--- config.mk ---
export PLATFORM = sky130hd
export DESIGN_NAME = lcd_nibble_writer
export DESIGN_NICKNAME = d
export VERILOG_FILES = /design/src/rtl/lcd_pkg.sv /design/src/rtl/lcd_delay_counter.sv /design/src/rtl/lcd_nibble_writer.sv
export SDC_FILE = /design/constraint.sdc
export NUM_CORES = 1
export LEC_CHECK = 0
export CAP_MARGIN = 30
export CORE_MARGIN = 4
export CORE_UTILIZATION = 30
export CTS_CLUSTER_SIZE = 12
export DETAILED_ROUTE_END_ITERATION = 12
export MAX_ROUTING_LAYER = met4
export SLEW_MARGIN = 20
export SYNTH_ARGS = -nofsm -noshare
export SYNTH_HDL_FRONTEND = slang
export SYNTH_HIERARCHICAL = 1
export SYNTH_SLANG_ARGS = --single-unit
--- constraint.sdc ---
create_clock -name clk_i -period 3.51 [get_ports clk_i]
set_input_delay 0.5265 -clock clk_i [delete_from_list [all_inputs] [get_ports clk_i]]
set_output_delay 0.5265 -clock clk_i [all_outputs]
set_load 0.01 [all_outputs]
--- src/rtl/lcd_pkg.sv ---
// ============================================================================
// Module  : lcd_pkg
// Brief   : Shared types, default 50 MHz timing and command helpers for the
//           4-bit character LCD path.
// Rev     : 1.0
// ============================================================================
`default_nettype none

package lcd_pkg;

    typedef enum logic [2:0] {
        ST_IDLE  = 3'd0,
        ST_SETUP = 3'd1,
        ST_PULSE = 3'd2,
        ST_HOLD  = 3'd3,
        ST_GAP   = 3'd4,
        ST_DELAY = 3'd5
    } lcd_state_e;

    localparam int unsigned LCD_SETUP_CYC      = 2;
    localparam int unsigned LCD_PULSE_CYC      = 12;
    localparam int unsigned LCD_HOLD_CYC       = 1;
    localparam int unsigned LCD_GAP_CYC        = 50;
    localparam int unsigned LCD_CMD_DELAY_CYC  = 2000;
    localparam int unsigned LCD_LONG_DELAY_CYC = 82000;

    // Clear display (0x01) and return home (0x02/0x03) need the long settle time.
    function automatic logic is_long_cmd(input logic rs, input logic [7:0] data);
        return (!rs) && (data[7:2] == 6'd0) && (data != 8'd0);
    endfunction

    function automatic int unsigned max_u(input int unsigned a, input int unsigned b);
        return (a > b) ? a : b;
    endfunction

endpackage

`default_nettype wire

--- src/rtl/lcd_delay_counter.sv ---
// ============================================================================
// Module  : lcd_delay_counter
// Brief   : Loadable down-counter that stops at zero and flags it.
// Rev     : 1.0
// ============================================================================
`default_nettype none

module lcd_delay_counter #(
    parameter int unsigned WIDTH = 8
) (
    input  logic             clk_i,
    input  logic             reset_i,
    input  logic             load_i,
    input  logic [WIDTH-1:0] load_val_i,
    output logic [WIDTH-1:0] count_o,
    output logic             zero_o
);

    logic [WIDTH-1:0] count_q;

    always_ff @(posedge clk_i or posedge reset_i) begin
        if (reset_i) begin
            count_q <= '0;
        end else if (load_i) begin
            count_q <= load_val_i;
        end else if (count_q != '0) begin
            count_q <= count_q - WIDTH'(1);
        end
    end

    assign count_o = count_q;
    assign zero_o  = (count_q == '0);

endmodule

`default_nettype wire

--- src/rtl/lcd_nibble_writer.sv ---
// ============================================================================
// Module  : lcd_nibble_writer
// Brief   : Handshaked byte/nibble write engine driving a 4-bit character LCD.
// Rev     : 1.0
// ============================================================================
`default_nettype none

module lcd_nibble_writer
    import lcd_pkg::*;
#(
    parameter int unsigned SETUP_CYC      = LCD_SETUP_CYC,
    parameter int unsigned PULSE_CYC      = LCD_PULSE_CYC,
    parameter int unsigned HOLD_CYC       = LCD_HOLD_CYC,
    parameter int unsigned GAP_CYC        = LCD_GAP_CYC,
    parameter int unsigned CMD_DELAY_CYC  = LCD_CMD_DELAY_CYC,
    parameter int unsigned LONG_DELAY_CYC = LCD_LONG_DELAY_CYC
) (
    input  logic       clk_i,
    input  logic       reset_i,
    input  logic       in_valid_i,
    output logic       in_ready_o,
    input  logic       in_rs_i,
    input  logic [7:0] in_data_i,
    input  logic       in_nibble_only_i,
    output logic       cmd_done_o,
    output logic       lcd_rs_o,
    output logic       lcd_e_o,
    output logic       lcd_w_o,
    output logic [3:0] lcd_data_o
);

    localparam int unsigned MAX_CYC = max_u(max_u(max_u(SETUP_CYC, PULSE_CYC),
                                                  max_u(HOLD_CYC, GAP_CYC)),
                                            max_u(CMD_DELAY_CYC, LONG_DELAY_CYC));
    localparam int unsigned CNT_W   = $clog2(MAX_CYC + 1);

    localparam logic [CNT_W-1:0] C_SETUP_LD = CNT_W'(SETUP_CYC - 1);
    localparam logic [CNT_W-1:0] C_PULSE_LD = CNT_W'(PULSE_CYC - 1);
    localparam logic [CNT_W-1:0] C_HOLD_LD  = CNT_W'(HOLD_CYC - 1);
    localparam logic [CNT_W-1:0] C_GAP_LD   = CNT_W'(GAP_CYC - 1);
    localparam logic [CNT_W-1:0] C_CMD_LD   = CNT_W'(CMD_DELAY_CYC - 1);
    localparam logic [CNT_W-1:0] C_LONG_LD  = CNT_W'(LONG_DELAY_CYC - 1);

    if (SETUP_CYC == 0 || PULSE_CYC == 0 || HOLD_CYC == 0 || GAP_CYC == 0 ||
        CMD_DELAY_CYC == 0 || LONG_DELAY_CYC == 0) begin : g_bad_timing
        $error("lcd_nibble_writer: every timing parameter must be at least 1");
    end

    lcd_state_e       state_q, state_d;
    logic             in_ready_q, in_ready_d;
    logic             cmd_done_q, cmd_done_d;
    logic             lcd_e_q, lcd_e_d;
    logic             lcd_rs_q, lcd_rs_d;
    logic [3:0]       lcd_data_q, lcd_data_d;
    logic [3:0]       low_nib_q;
    logic             nib_only_q;
    logic             long_q;
    logic             second_q;

    logic             accept;
    logic             cnt_load;
    logic [CNT_W-1:0] cnt_load_val;
    logic [CNT_W-1:0] cnt_val;
    logic             cnt_zero;
    logic [CNT_W-1:0] delay_ld;

    assign accept   = in_valid_i && in_ready_q;
    assign delay_ld = long_q ? C_LONG_LD : C_CMD_LD;

    lcd_delay_counter #(
        .WIDTH (CNT_W)
    ) u_delay_counter (
        .clk_i      (clk_i),
        .reset_i    (reset_i),
        .load_i     (cnt_load),
        .load_val_i (cnt_load_val),
        .count_o    (cnt_val),
        .zero_o     (cnt_zero)
    );

    always_ff @(posedge clk_i or posedge reset_i) begin
        if (reset_i) begin
            state_q    <= ST_IDLE;
            in_ready_q <= 1'b0;
            cmd_done_q <= 1'b0;
            lcd_e_q    <= 1'b0;
            lcd_rs_q   <= 1'b0;
            lcd_data_q <= 4'd0;
            low_nib_q  <= 4'd0;
            nib_only_q <= 1'b0;
            long_q     <= 1'b0;
            second_q   <= 1'b0;
        end else begin
            state_q    <= state_d;
            in_ready_q <= in_ready_d;
            cmd_done_q <= cmd_done_d;
            lcd_e_q    <= lcd_e_d;
            lcd_rs_q   <= lcd_rs_d;
            lcd_data_q <= lcd_data_d;
            if (accept) begin
                low_nib_q  <= in_data_i[3:0];
                nib_only_q <= in_nibble_only_i;
                long_q     <= !in_nibble_only_i && is_long_cmd(in_rs_i, in_data_i);
                second_q   <= 1'b0;
            end else if (state_q == ST_GAP && cnt_zero) begin
                second_q   <= 1'b1;
            end
        end
    end

    always_comb begin
        state_d      = state_q;
        cnt_load     = 1'b0;
        cnt_load_val = '0;
        unique case (state_q)
            ST_IDLE: begin
                if (accept) begin
                    state_d      = ST_SETUP;
                    cnt_load     = 1'b1;
                    cnt_load_val = C_SETUP_LD;
                end
            end
            ST_SETUP: begin
                if (cnt_zero) begin
                    state_d      = ST_PULSE;
                    cnt_load     = 1'b1;
                    cnt_load_val = C_PULSE_LD;
                end
            end
            ST_PULSE: begin
                if (cnt_zero) begin
                    state_d      = ST_HOLD;
                    cnt_load     = 1'b1;
                    cnt_load_val = C_HOLD_LD;
                end
            end
            ST_HOLD: begin
                if (cnt_zero) begin
                    cnt_load = 1'b1;
                    if (!second_q && !nib_only_q) begin
                        state_d      = ST_GAP;
                        cnt_load_val = C_GAP_LD;
                    end else begin
                        state_d      = ST_DELAY;
                        cnt_load_val = delay_ld;
                    end
                end
            end
            ST_GAP: begin
                if (cnt_zero) begin
                    state_d      = ST_SETUP;
                    cnt_load     = 1'b1;
                    cnt_load_val = C_SETUP_LD;
                end
            end
            ST_DELAY: begin
                if (cnt_zero) begin
                    state_d = ST_IDLE;
                end
            end
            default: begin
                state_d = ST_IDLE;
            end
        endcase
    end

    // Outputs are computed from the next state so the registered pins line up
    // with the state they belong to; cmd_done marks the final DELAY cycle.
    always_comb begin
        in_ready_d = (state_d == ST_IDLE);
        lcd_e_d    = (state_d == ST_PULSE);
        cmd_done_d = (state_d == ST_DELAY) &&
                     (cnt_load ? (cnt_load_val == '0) : (cnt_val == CNT_W'(1)));
        lcd_rs_d   = lcd_rs_q;
        lcd_data_d = lcd_data_q;
        if (accept) begin
            lcd_rs_d   = in_rs_i;
            lcd_data_d = in_data_i[7:4];
        end else if (state_q == ST_GAP && cnt_zero) begin
            lcd_data_d = low_nib_q;
        end
    end

    assign in_ready_o = in_ready_q;
    assign cmd_done_o = cmd_done_q;
    assign lcd_e_o    = lcd_e_q;
    assign lcd_rs_o   = lcd_rs_q;
    assign lcd_data_o = lcd_data_q;
    assign lcd_w_o    = 1'b0;

endmodule

`default_nettype wire

==> parameters.txt <==
Parameter                              Value

Timing
  Final hold violation count    0
  Final period util    0.845
  Final slew viol count    0
  Max Clk Rate    337 MHz
  Fin crit period    2.96 ns
  Actual transition at the worst max-transition pin    0.682 ns
  Worst clock skew    0.00485 ns
  Max transition margin    0.545
  Final-layout worst hold slack    0.511 ns
  Post-Route Setup TNS    0 ns
  Worst setup margin    0.545 ns
  RSZ-0062 raised after global routing    no
  Final-report setup violation count    0

Floorplan
  Core outline area    6420 µm²
  Initial cell density of the core    0.313
  Total number of placement rows    29
  Boundary pin count    22
  Die area    8080 µm²
  Overall die width    89.9 µm
  Chip Height    89.9 µm

Routing
  Metal2 WL    1860 µm
  Routed Wire Length    4190 µm
  DR vias    1531
  Top routing layer used    met4
  Starting DRT DRC Count    152
  DRT Pass-1 Iters    4
  Detail-routed net length per standard cell    14.2 µm
  Antenna violation net count after detailed routing    0
  Detailed-route vias per instance    5.17
  DRT met1 WL    2110 µm
  DR DRC count    0
  Routed wire length on met3    134 µm

Logic synthesis
  Number of synthesized register bits    35
  Sequential element share of the synthesized area    0.435
  Netlist area before placement    2010 µm²
  Number of enable-type register cells in the synthesized netlist    0
  Number of distinct library cells after synthesis    57
  Average cell area after synthesis    10.1 µm²
  Fraction of synthesis flops using an asynchronous set or reset pin    1.00
  Total number of yosys warnings    6
  Synthesized netlist cell count    200
  Post-synth top flop    dfrtp_1

CTS
  Insertion delay to the later sink of the worst-skew pair    0.29 ns
  Count of clock tree sinks    35
  Quantity of gates resized following cts    0
  Number of buffers added for setup after CTS    0
  H-tree depth    2
  Cts hold-fix bufs    0
  CTS root buffer    clkbuf_8
  Total CTS buffers    5
  Clock tree from TritonCTS    done
  Clock-pin transition on the worst setup and hold timing paths    0.07 ns
  Number of buffers on the longest clock path    2

Critical path
  Ordered cell list for the critical path    inv_1, ha_1, nor4b_2, nand4_1, clkinv_1, mux2i_1, o21ai_2, buf_4, a211oi_1, a21oi_1
  Maximum single-stage delay on the critical path    0.46 ns
  CP Launch Type    flop
  Kind of capture point of the worst setup path    flop
  Worst setup path start    u_delay_counter/count_o[0]
  Combined buffer and inverter count along the critical path    3
  Reg-to-reg critical path startpoint    u_delay_counter/count_o[0]
  Critical path start-end classification    flop to flop
  Master of the slowest instance on the critical path    o21ai_2
  Worst path arrival time    3.18 ns
  Crit path max fanout    16
  Critical path required time    3.73 ns
  Worst path top cell family by delay    simple AND/OR/NAND/NOR gates

Power and ir drop
  Pleak    0.927 nW
  Fraction of power spent switching nets    0.354
  Peak VDD IR    0.251 mV
  Switching power summed over all nets    605 µW
  Combinational cell fraction of total power    0.324
  Pwr per Cell Area    721 nW/µm²
  Part of the power in registers    0.453
  Cell internal power dissipation    1.10 mW
  Clock group share of total power    0.223

Placement
  Post-placement cell area    2250 µm²
  Placed wire-length estimate after detailed placement    3030 µm
  Final RePlAce weighted congestion    0.805
  Number of port buffers    20
  Worst setup slack after placement    0.578 ns

Min path
  Start point of the worst hold path    low_nib_q[3]
  Classification of the worst-slack hold path    flop to flop

GRT
  Antenna violations before repair    0
  Gr usage total    0.115
  Number of global-route vias before repair    1492
  Global-route congestion overflow total    0
  Global-route wire length before repair    7420 µm
  Largest net degree at the start of global routing    19

Final layout
  Leading cell type in the layout, fill and taps excluded    dfrtp_1
  Most frequent cells in the layout    dfrtp_1, clkdlybuf4s50_1, nor2_1, nand2_1
  Fill count    639
  Layout Area Growth over Synthesis    17.7%
  Post-route standard cell area excluding fillers    2370 µm²
  Fin util    0.369
  Post-layout net count    232
  Number of antenna diodes    0
  Share of cells above drive strength 1    0.128

Status
  Status    completed

Run
  Number of max-cap violations    0
## metal layers
layer / global-route usage / up-vias
met5: - / -
met1: 0.159 / 743
met3: 0.0217 / 8
met2: 0.164 / 21
li1: - / 759
met4: 0.0472 / 0
## layout make-up
class | count | area, µm² | share of cell area
clock buffer | 6 | 82.6 | 0.0349
clock inverter | 2 | 35.0 | 0.0148
inverter | 7 | 26.3 | 0.0111
multi-input combinational | 148 | 1040 | 0.441
sequential | 35 | 876 | 0.370
tap | 77 | 96.3 | 0.0407
timing repair buffer | 21 | 208 | 0.0877
## cells by family after synthesis
family	count (synthesis)	synth area share
buffers and inverters	21	0.0547
flip-flops	35	0.435
other	1	0.00186
AND/OR/NAND/NOR	76	0.233
XOR/XNOR	10	0.0435
AO/OA/AOI/OAI	41	0.146
adder cells (fa/ha/maj)	1	0.00622
multiplexers	15	0.0790
## registers in the layout (all words and copies together) (netlist names), 3 cells and up
signal	cells
low_nib_q	4
u_delay_counter/count_o	17
lcd_data_o	4
state_q	3
## per-stage QoR
| step | cells | power [mW] |
|---|---|---|
| finish | 296 | 1.71 |
| global route | 296 | 1.83 |
| CTS | 296 | 1.72 |
| detailed placement | 288 | 1.34 |
| global placement | 288 | 1.33 |
| floorplan | 204 | 1.16 |
## cells in the mapped netlist (3+ instances only)
cell type  instances  area (µm²)
xor2_1             4        35.0
inv_1              6        22.5
nor4_2             3        37.5
dfrtp_1           35         876
o31ai_1            5        37.5
mux2i_1            8        80.1
o21ai_0            9        45.0
buf_2              4        20.0
clkbuf_1           5        18.8
xnor2_1            6        52.6
nand2_1           16        60.1
nor2_1            17        63.8
nor3_1             8        40.0
a21oi_1            6        30.0
mux2_2             7        78.8
a22o_1             4        35.0
nor4_1             5        31.3
buf_4              3        22.5
## power groups by stage
stage | Clock, mW | Combinational (mW) | Sequential (mW)
2_1_floorplan | 0 | 0.442 | 0.719
3_3_place_gp | 0 | 0.557 | 0.776
3_5_place_dp | 0 | 0.558 | 0.780
4_1_cts | 0.388 | 0.560 | 0.773
5_1_grt | 0.407 | 0.619 | 0.809
6_report | 0.380 | 0.554 | 0.773
## final timing paths
kind	slack [ns]	cells past startpoint	end
min in group asynchronous	0.67	2	low_nib_q[1]
hold / removal	0.51	1	low_nib_q[3]
setup reg to reg	0.55	10	u_delay_counter/count_o[11]
hold reg to reg	0.51	1	low_nib_q[3]
setup / recovery	0.55	10	u_delay_counter/count_o[11]
max in group asynchronous	2.41	2	u_delay_counter/count_o[4]
Note: power is estimated with default switching activity, not from simulation.
